`config.mk`:
```
export PLATFORM = sky130hd
export DESIGN_NAME = regfile_scanner
export DESIGN_NICKNAME = d
export VERILOG_FILES = /design/src/rtl/regfile_scanner.sv
export SDC_FILE = /design/constraint.sdc
export NUM_CORES = 1
export LEC_CHECK = 0
export CELL_PAD_IN_SITES_DETAIL_PLACEMENT = 1
export CELL_PAD_IN_SITES_GLOBAL_PLACEMENT = 2
export CORE_ASPECT_RATIO = 0.6
export CORE_MARGIN = 4
export CORE_UTILIZATION = 28
export DETAILED_ROUTE_END_ITERATION = 8
export PLACE_DENSITY = 0.75
export SLEW_MARGIN = 40
export SYNTH_ARGS = -nofsm -noshare
export SYNTH_HDL_FRONTEND = slang
export SYNTH_SLANG_ARGS = --single-unit
```
`constraint.sdc`:
```
create_clock -name clk -period 2.4 [get_ports clk]
set_clock_uncertainty 0.1 [all_clocks]
set_input_delay 0.48 -clock clk [delete_from_list [all_inputs] [get_ports clk]]
set_output_delay 0.48 -clock clk [all_outputs]
set_load 0.03 [all_outputs]
```
`src/rtl/regfile_scanner.sv`:
```
// regfile_scanner
// Read-side sequencer for the 32x32 register file. A start pulse walks the
// index range FIRST_REG..LAST_REG through one read port. Each value is
// captured and presented with its index on a valid/ready stream. The
// stream can run once (single-shot) or repeat (continuous). An optional
// dwell gap can separate beats, and a scan can be aborted.
//
// Ports:
//   clk        system clock, all state on rising edge
//   rst_n      asynchronous active-low reset
//   start      begin scan (sampled only in IDLE)
//   cont       continuous mode, latched together with start
//   abort      synchronous stop, wins over everything except reset
//   rd_addr    register file read address (registered)
//   rd_data    register file read data (combinational read of rd_addr)
//   out_valid  beat available
//   out_ready  consumer accepts beat when out_valid & out_ready
//   out_idx    register index of the current beat
//   out_data   captured register value
//   busy       scan in progress (READ/PRESENT/GAP)
//   done       one-cycle pulse at the end of a single-shot scan
//
// state   | meaning
// --------+----------------------------------------------------------
// IDLE    | waiting for start
// READ    | rd_addr driven; value captured at the closing edge
// PRESENT | beat held on the output until handshake
// GAP     | dwell down-counter running between beats
// DONE    | single-shot scan finished, done pulse for one cycle
module regfile_scanner #(
  parameter int FIRST_REG    = 0,
  parameter int LAST_REG     = 31,
  parameter int DWELL_CYCLES = 0,
  parameter int DWELL_W      = 24
) (
  input  logic        clk,
  input  logic        rst_n,
  input  logic        start,
  input  logic        cont,
  input  logic        abort,
  output logic [4:0]  rd_addr,
  input  logic [31:0] rd_data,
  output logic        out_valid,
  input  logic        out_ready,
  output logic [4:0]  out_idx,
  output logic [31:0] out_data,
  output logic        busy,
  output logic        done
);

  typedef enum logic [2:0] {
    S_IDLE,
    S_READ,
    S_PRESENT,
    S_GAP,
    S_DONE
  } state_t;

  localparam logic [4:0]         FIRST_A  = 5'(FIRST_REG);
  localparam logic [4:0]         LAST_A   = 5'(LAST_REG);
  localparam logic [DWELL_W-1:0] DWELL_LD = DWELL_W'(DWELL_CYCLES);
  localparam logic               HAS_GAP  = (DWELL_CYCLES > 0);

  state_t             state_q;
  state_t             state_d;
  logic [DWELL_W-1:0] dwell_cnt;
  logic               cont_q;
  logic               hs;
  logic               at_last;

  assign hs      = out_valid & out_ready;
  // The LAST_REG compare runs before the increment, so rd_addr never wraps.
  assign at_last = (rd_addr == LAST_A);

  assign busy = (state_q == S_READ) || (state_q == S_PRESENT) || (state_q == S_GAP);
  assign done = (state_q == S_DONE);

  always_ff @(posedge clk or negedge rst_n) begin
    if (!rst_n) begin
      state_q <= S_IDLE;
    end else begin
      state_q <= state_d;
    end
  end

  always_comb begin
    state_d = state_q;
    unique case (state_q)
      S_IDLE: begin
        if (start) state_d = S_READ;
      end
      S_READ: begin
        state_d = S_PRESENT;
      end
      S_PRESENT: begin
        if (hs) begin
          if (at_last && !cont_q) state_d = S_DONE;
          else if (HAS_GAP)       state_d = S_GAP;
          else                    state_d = S_READ;
        end
      end
      S_GAP: begin
        // Terminal count at 1 gives exactly DWELL_CYCLES cycles in GAP.
        if (dwell_cnt <= DWELL_W'(1)) state_d = S_READ;
      end
      S_DONE: begin
        state_d = S_IDLE;
      end
      default: begin
        state_d = S_IDLE;
      end
    endcase
    // Abort wins over start in IDLE and over a same-cycle handshake.
    if (abort) state_d = S_IDLE;
  end

  always_ff @(posedge clk or negedge rst_n) begin
    if (!rst_n) begin
      rd_addr   <= '0;
      out_valid <= 1'b0;
      out_idx   <= '0;
      out_data  <= '0;
      dwell_cnt <= '0;
      cont_q    <= 1'b0;
    end else if (abort) begin
      out_valid <= 1'b0;
    end else begin
      unique case (state_q)
        S_IDLE: begin
          if (start) begin
            rd_addr <= FIRST_A;
            cont_q  <= cont;
          end
        end
        S_READ: begin
          // A write landing on this same edge is not seen: rd_data is
          // still the old content while the capture happens.
          out_data  <= rd_data;
          out_idx   <= rd_addr;
          out_valid <= 1'b1;
        end
        S_PRESENT: begin
          if (hs) begin
            out_valid <= 1'b0;
            dwell_cnt <= DWELL_LD;
            if (!at_last)    rd_addr <= rd_addr + 5'd1;
            else if (cont_q) rd_addr <= FIRST_A;
          end
        end
        S_GAP: begin
          if (dwell_cnt != '0) dwell_cnt <= dwell_cnt - DWELL_W'(1);
        end
        default: begin
        end
      endcase
    end
  end

endmodule

```
==> impl_metrics.env, run 1 <==
export IMPL_outcome="completed"
export IMPL_ys_seq_area_share_pct=52.6
export IMPL_die_area_sq_mm=0.0139
export IMPL_synth_distinct_cells=46
export IMPL_dr_wl_met3_um=825
export IMPL_period_share_pct=97.6
export IMPL_clkSlewWorstSetupHoldPaths_ns=0.06
export IMPL_grt_max_degree=38
export IMPL_fmax_mhz=427
export IMPL_io_pins=83
export IMPL_dr_pass1_iters=4
export IMPL_ys_flop_type="dfrtp_1"
export IMPL_dp_slack_ns=-0.386
export IMPL_wl_met1_mm=4.89
export IMPL_synth_cells=303
export IMPL_startpoint_type="flip-flop"
export IMPL_arrival_ns=1.76
export IMPL_syn_area_sq_mm=0.00338
export IMPL_syn_num_nets=346
export IMPL_antenna_found_initial=0
export IMPL_initial_core_util_pct=29.3
export IMPL_wl_mm=10.5
export IMPL_endpoint_kind="output pin"
export IMPL_core_area_sq_mm=0.0115
export IMPL_cts_sinks=71
export IMPL_worstSkewPairLatency_ns=0.33
export IMPL_hold_violations=0
export IMPL_vias_per_cell=4.95
export IMPL_synthArstFlopShare_pct=100
export IMPL_grt_pass1_wl_mm=17.0
export IMPL_wl_met2_mm=4.77
export IMPL_highest_layer="met4"
export IMPL_synth_seq_cells=71
export IMPL_gr_usage_all_layers_pct=15.5
export IMPL_peakVddDrop_mv=0.602
export IMPL_synth_edff_count=0
export IMPL_worstPathMaxFanout=6
export IMPL_drive_gt1_share_pct=27.2
export IMPL_place_area_sq_mm=0.00465
export IMPL_timing_final_crit_period_ns=2.34
export IMPL_p_total_mw=6.08
export IMPL_clk_path_buf_depth=2
export IMPL_dpl_hpwl_mm=7.82
export IMPL_hold_path_class="in2async"
export IMPL_layout_cells_non_filler=590
export IMPL_antenna_cells=0
export IMPL_die_height_um=93.1
export IMPL_holdWs_ns=0.0386
export IMPL_port_buffers=82
export IMPL_layout_nets=468
export IMPL_cts_buffers_inserted=9
export IMPL_setup_viol=0
export IMPL_remaining_drc_errors=0
export IMPL_final_max_slew_viol_count=0
export IMPL_synth_area_per_cell_sq_um=11.1
export IMPL_dp_cells=569
export IMPL_cap_violations=0
export IMPL_tightestPinTransition_ns=0.583
export IMPL_syn2layout_area_growth_pct=50.8
export IMPL_yosys_warnings=0
export IMPL_final_antenna_net_count=0
export IMPL_wire_per_inst_um=17.8
export IMPL_grt_pass1_vias=3255
export IMPL_drtIter0Drc=104
export IMPL_cts_tree="built"
export IMPL_cts_root_buffer="clkbuf_16"
export IMPL_p_leak_nw=2.10
export IMPL_grt_overflow=0
export IMPL_h_tree_depth=3
export IMPL_crit_type="reg2out"
export IMPL_powerDensity_mw_per_mm2=1190
export IMPL_die_w_um=150
export IMPL_worstPathRequired_ns=1.82
export IMPL_postCtsHoldBufs=0
export IMPL_place_congestion=0.801
export IMPL_row_count=30
export IMPL_vias=2921
export IMPL_max_slew_margin_rel_pct=61.2
export IMPL_setup_slack_ns=0.0583
export IMPL_design_area_sq_mm=0.00509
[metrics by stage]
stage	TNS, ns	utilization [%]
final	0	44.2
after CTS	-0.00616	43.5
after detailed placement	-2.97	40.4
after floorplan	0	-
after global placement	-2.00	40.4
after global routing	-0.00239	44.2
[metal layers]
layer,GRT usage [%],up-vias
met2,23.3,67
met1,21.1,1480
li1,-,1370
met3,6.54,4
met5,0,-
met4,2.59,0
[cells in the final DEF (no fill, tap or decap), types with 5 or more instances in the layout]
cell type,Yosys,routed
o21ai_0,17,15
mux2_2,36,36
a21oi_1,15,15
nand2_1,25,25
buf_4,0,36
or3_1,11,10
nor3_1,8,7
nor2_1,9,9
o31ai_1,7,7
inv_1,5,5
clkdlybuf4s50_1,0,80
clkbuf_16,0,9
nor4_1,11,8
and2_1,5,5
dfrtp_1,71,69
or4_1,9,8
nand2b_1,7,7
nand3_1,8,8
[area by class of cell]
type                    count  area [sq um]
flip-flops and latches     71          1780
well taps                 160           200
inverters                   5          18.8
fillers                  1266          6430
clock inverters             6          92.6
multi-input cells         217          1620
repair buffers            121          1140
clock buffers              10           239
[state kept, by name (all words and copies together) (netlist names)]
register   cells
out_data      32
dwell_cnt     24
out_idx        5
rd_addr        5
state_q        3
cont_q         1
out_valid      1
[cell families (layout without fill, tap and decap cells)]
kind of cell    count (synthesis)  count (layout)  synth area share (%)
mux                            43              43                  14.2
xor+xnor                        1               1                 0.259
compound gates                 52              53                  9.34
flops                          71              71                  52.6
buf+inv                        16             142                  2.00
fa+ha+maj                       5               5                  1.85
simple gates                  115             115                  19.7
[path summary, 6_finish.rpt]
path,from,endpoint,slack [ns],cells after the start
worst max-delay path,state_q[2],busy,0.06,3
worst min-delay path,rst_n,out_idx[0],0.04,1
worst max register to register,dwell_cnt[9],dwell_cnt[18],0.06,5
worst min register to register,out_data[22],out_data[22],0.39,1
max in group asynchronous,rst_n,out_data[10],1.38,3
min in group clk,out_data[22],out_data[22],0.39,1
[what timing repair did]
| item | CTS | global route |
|---|---|---|
| setup endpoints to repair | 4 | 13 |
| hold endpoints to repair | 0 | 0 |
| gates cloned | 1 | 0 |
| buffers inserted | 1 | 3 |
| pin swaps | 1 | 3 |
| gates resized for setup | 3 | 15 |
[cell usage after synthesis, types with 2 or more instances]
cell type  count  area [sq um]
a211oi_1       2          15.0
a21oi_1       15          75.1
and2_1         5          31.3
and3_1         2          12.5
buf_2          6          30.0
clkbuf_1       5          18.8
dfrtp_1       71          1780
ha_1           5          62.6
inv_1          5          18.8
mux2_1         3          33.8
mux2_2        36           405
mux2i_1        4          40.0
nand2_1       25          93.8
nand2b_1       7          43.8
nand3_1        8          40.0
nand4_1        4          25.0
nor2_1         9          33.8
nor3_1         8          40.0
nor3_2         2          20.0
nor4_1        11          68.8
o21a_1         2          15.0
o21ai_0       17          85.1
o31ai_1        7          52.6
or2_2          2          12.5
or3_1         11          68.8
or3_4          2          22.5
or3b_1         2          17.5
or4_1          9          67.6
[where the power goes]
group	switching, mW	internal, mW	leakage [nW]
clock	0.540	0.944	0.155
sequential	0.310	1.60	0.895
combinational	1.46	1.23	1.05
total	2.31	3.77	2.10
[worst max-delay path: stages, from the launching register on]
cell and delay, ns:
dfrtp_1 0.44, buf_4 0.18, nor2_1 0.11, clkdlybuf4s50_1 0.69
Note: power is estimated with default switching activity, not from simulation.
==> inputs of run 2 (changes only) <==
Settings changed: SKIP_LAST_GASP set to 1.
==> run 2 against run 1 <==
Compared with the run above:
- final area is 0.34% lower
- cell count stayed put
- routed wire length hardly changed
- sequential share of layout area is 0.12 points higher
- first-iteration DRC count is 1.9% higher
- largest cell class unchanged
- highest routed layer unchanged
- critical endpoint is now rd_addr[2]
==> impl_metrics.env, run 2 (same netlist as run 1, synthesis figures left out) <==
export IMPL_crit_slowest_cell="a2111o_1"
export IMPL_reg_top3="out_data: 32 flops, dwell_cnt: 24 flops"
export IMPL_layout_cells_non_filler=590
export IMPL_tightestPinTransition_ns=0.589
export IMPL_syn2layout_area_growth_pct=50.3
export IMPL_cap_violations=0
export IMPL_clk_path_buf_depth=2
export IMPL_timing_final_crit_period_ns=2.36
export IMPL_cpMostUsedCell="ha_1"
export IMPL_wl_mm=10.5
export IMPL_grt_pass1_wl_mm=17.0
export IMPL_hold_violations=0
export IMPL_die_w_um=150
export IMPL_io_pins=83
export IMPL_arrival_ns=2.52
export IMPL_period_share_pct=98.4
export IMPL_layout_nets=468
export IMPL_final_max_slew_viol_count=0
export IMPL_hold_path_class="in2async"
export IMPL_row_count=30
export IMPL_reg2reg_to="rd_addr[2]"
export IMPL_grt_max_degree=38
export IMPL_worstPathRequired_ns=2.56
export IMPL_dr_pass1_iters=4
export IMPL_cts_buffers_inserted=9
export IMPL_gr_usage_all_layers_pct=15.5
export IMPL_place_area_sq_mm=0.00465
export IMPL_worstPathMaxFanout=4
export IMPL_fin_util_pct=44.0
export IMPL_path_cells="ha_1, and3_1, ha_1, and3b_2, a2111o_1, or3_4, o21ai_1"
export IMPL_postCtsHoldBufs=0
export IMPL_initial_core_util_pct=29.3
export IMPL_regMostFlops="out_data"
export IMPL_cts_tree="built"
export IMPL_drtIter0Drc=106
export IMPL_startpoint_type="flip-flop"
export IMPL_design_area_sq_mm=0.00508
export IMPL_drive_gt1_share_pct=26.0
export IMPL_antenna_found_initial=0
export IMPL_peakVddDrop_mv=0.602
export IMPL_grt_setup_unrepaired="yes"
export IMPL_max_slew_margin_rel_pct=60.7
export IMPL_h_tree_depth=3
export IMPL_cts_root_buffer="clkbuf_16"
export IMPL_port_buffers=82
export IMPL_r2r_setup_slack_ns=0.04
export IMPL_die_area_sq_mm=0.0139
export IMPL_endpoint_kind="flip-flop"
export IMPL_largest_reg_flops=32
export IMPL_fillCellCount=1272
export IMPL_vias=2931
export IMPL_antenna_cells=0
export IMPL_worstSkewPairLatency_ns=0.33
export IMPL_remaining_drc_errors=0
export IMPL_grt_pass1_vias=3255
export IMPL_wire_per_inst_um=17.8
export IMPL_grt_overflow=0
export IMPL_setup_viol=0
export IMPL_fmax_mhz=424
export IMPL_reg2reg_depth=7
export IMPL_clkSlewWorstSetupHoldPaths_ns=0.06
export IMPL_final_common_cell="clkdlybuf4s50_1"
export IMPL_dpl_hpwl_mm=7.82
export IMPL_place_congestion=0.801
export IMPL_core_area_sq_mm=0.0115
export IMPL_cp_slowest_stage_delay_ns=0.42
export IMPL_crit_type="reg2reg"
export IMPL_final_antenna_net_count=0
export IMPL_dp_cells=569
export IMPL_r2r_start="rd_addr[0]"
export IMPL_p_leak_nw=2.11
export IMPL_die_height_um=93.1
export IMPL_cts_sinks=71
export IMPL_vias_per_cell=4.97
export IMPL_outcome="completed"
export IMPL_powerDensity_mw_per_mm2=1200
export IMPL_layout_common_cells="clkdlybuf4s50_1, dfrtp_1, mux2_2, buf_4, nand2_1"
-- run 2: cell counts in the layout (fill, tap and decap cells not counted) --
Identical to the previous run, type by type.
-- run 2: final cells by class --
type | instances | area (sq um) | area share (%)
clock buffers | 10 | 239 | 4.71
well taps | 160 | 200 | 3.94
inverters | 5 | 18.8 | 0.370
clock inverters | 6 | 92.6 | 1.82
flip-flops and latches | 71 | 1780 | 35.1
multi-input cells | 217 | 1600 | 31.6
repair buffers | 121 | 1140 | 22.6
-- run 2: metal layers --
layer	wire length (um)	global-route usage, %
met1	4890	21.1
met2	4730	23.3
met3	825	6.54
met4	62	2.59
met5	0	0
-- run 2: critical path, delay by kind of cell, from the launching register on --
| kind | cells | cell delay [ns] |
|---|---|---|
| fa+ha+maj | 2 | 0.41 |
| simple gates | 3 | 0.79 |
| flops | 1 | 0.40 |
| compound gates | 2 | 0.58 |
-- run 2: worst max path at each step --
stage / cells past startpoint / slack [ns] / start / to
after floorplan: 7 / 0.04 / rd_addr[0] / rd_addr[2]
after global placement: 6 / -0.22 / abort / dwell_cnt[21]
after detailed placement: 7 / -0.39 / abort / dwell_cnt[22]
after CTS: 7 / -0.06 / rd_addr[0] / rd_addr[2]
after global routing: 7 / -0.06 / rd_addr[0] / rd_addr[2]
final: 7 / 0.04 / rd_addr[0] / rd_addr[2]
-- run 2: timing repair --
action / CTS / global route
endpoints found under the hold margin: 0 / 0
setup buffers: 1 / 3
cloned: 1 / 0
endpoints found under the setup margin: 4 / 13
gates resized for setup: 2 / 11
pin swaps: 1 / 1
-- run 2: where the power goes --
group          switching (mW)  internal (mW)  total, mW
Combinational            1.47           1.23       2.69
Sequential              0.311           1.60       1.91
Clock                   0.541          0.944       1.48
Total                    2.32           3.77       6.09
-- run 2: metrics by stage --
step / setup TNS (ns) / hold slack (ns) / power, mW / setup WS (ns)
2_1_floorplan: 0 / 0.0844 / 3.31 / 0.0388
3_3_place_gp: -2.00 / 0.370 / 4.47 / -0.217
3_5_place_dp: -2.97 / 0.378 / 4.53 / -0.386
4_1_cts: -0.0575 / 0.0621 / 6.07 / -0.0575
5_1_grt: -0.0921 / 0.0760 / 6.43 / -0.0597
6_report: 0 / 0.0395 / 6.09 / 0.0388
==> inputs of run 3 (changes only) <==
Settings changed: CAP_MARGIN set to 20.
==> results of run 3 <==
The final DEF is identical to that of run 2; final timing and power are the same.
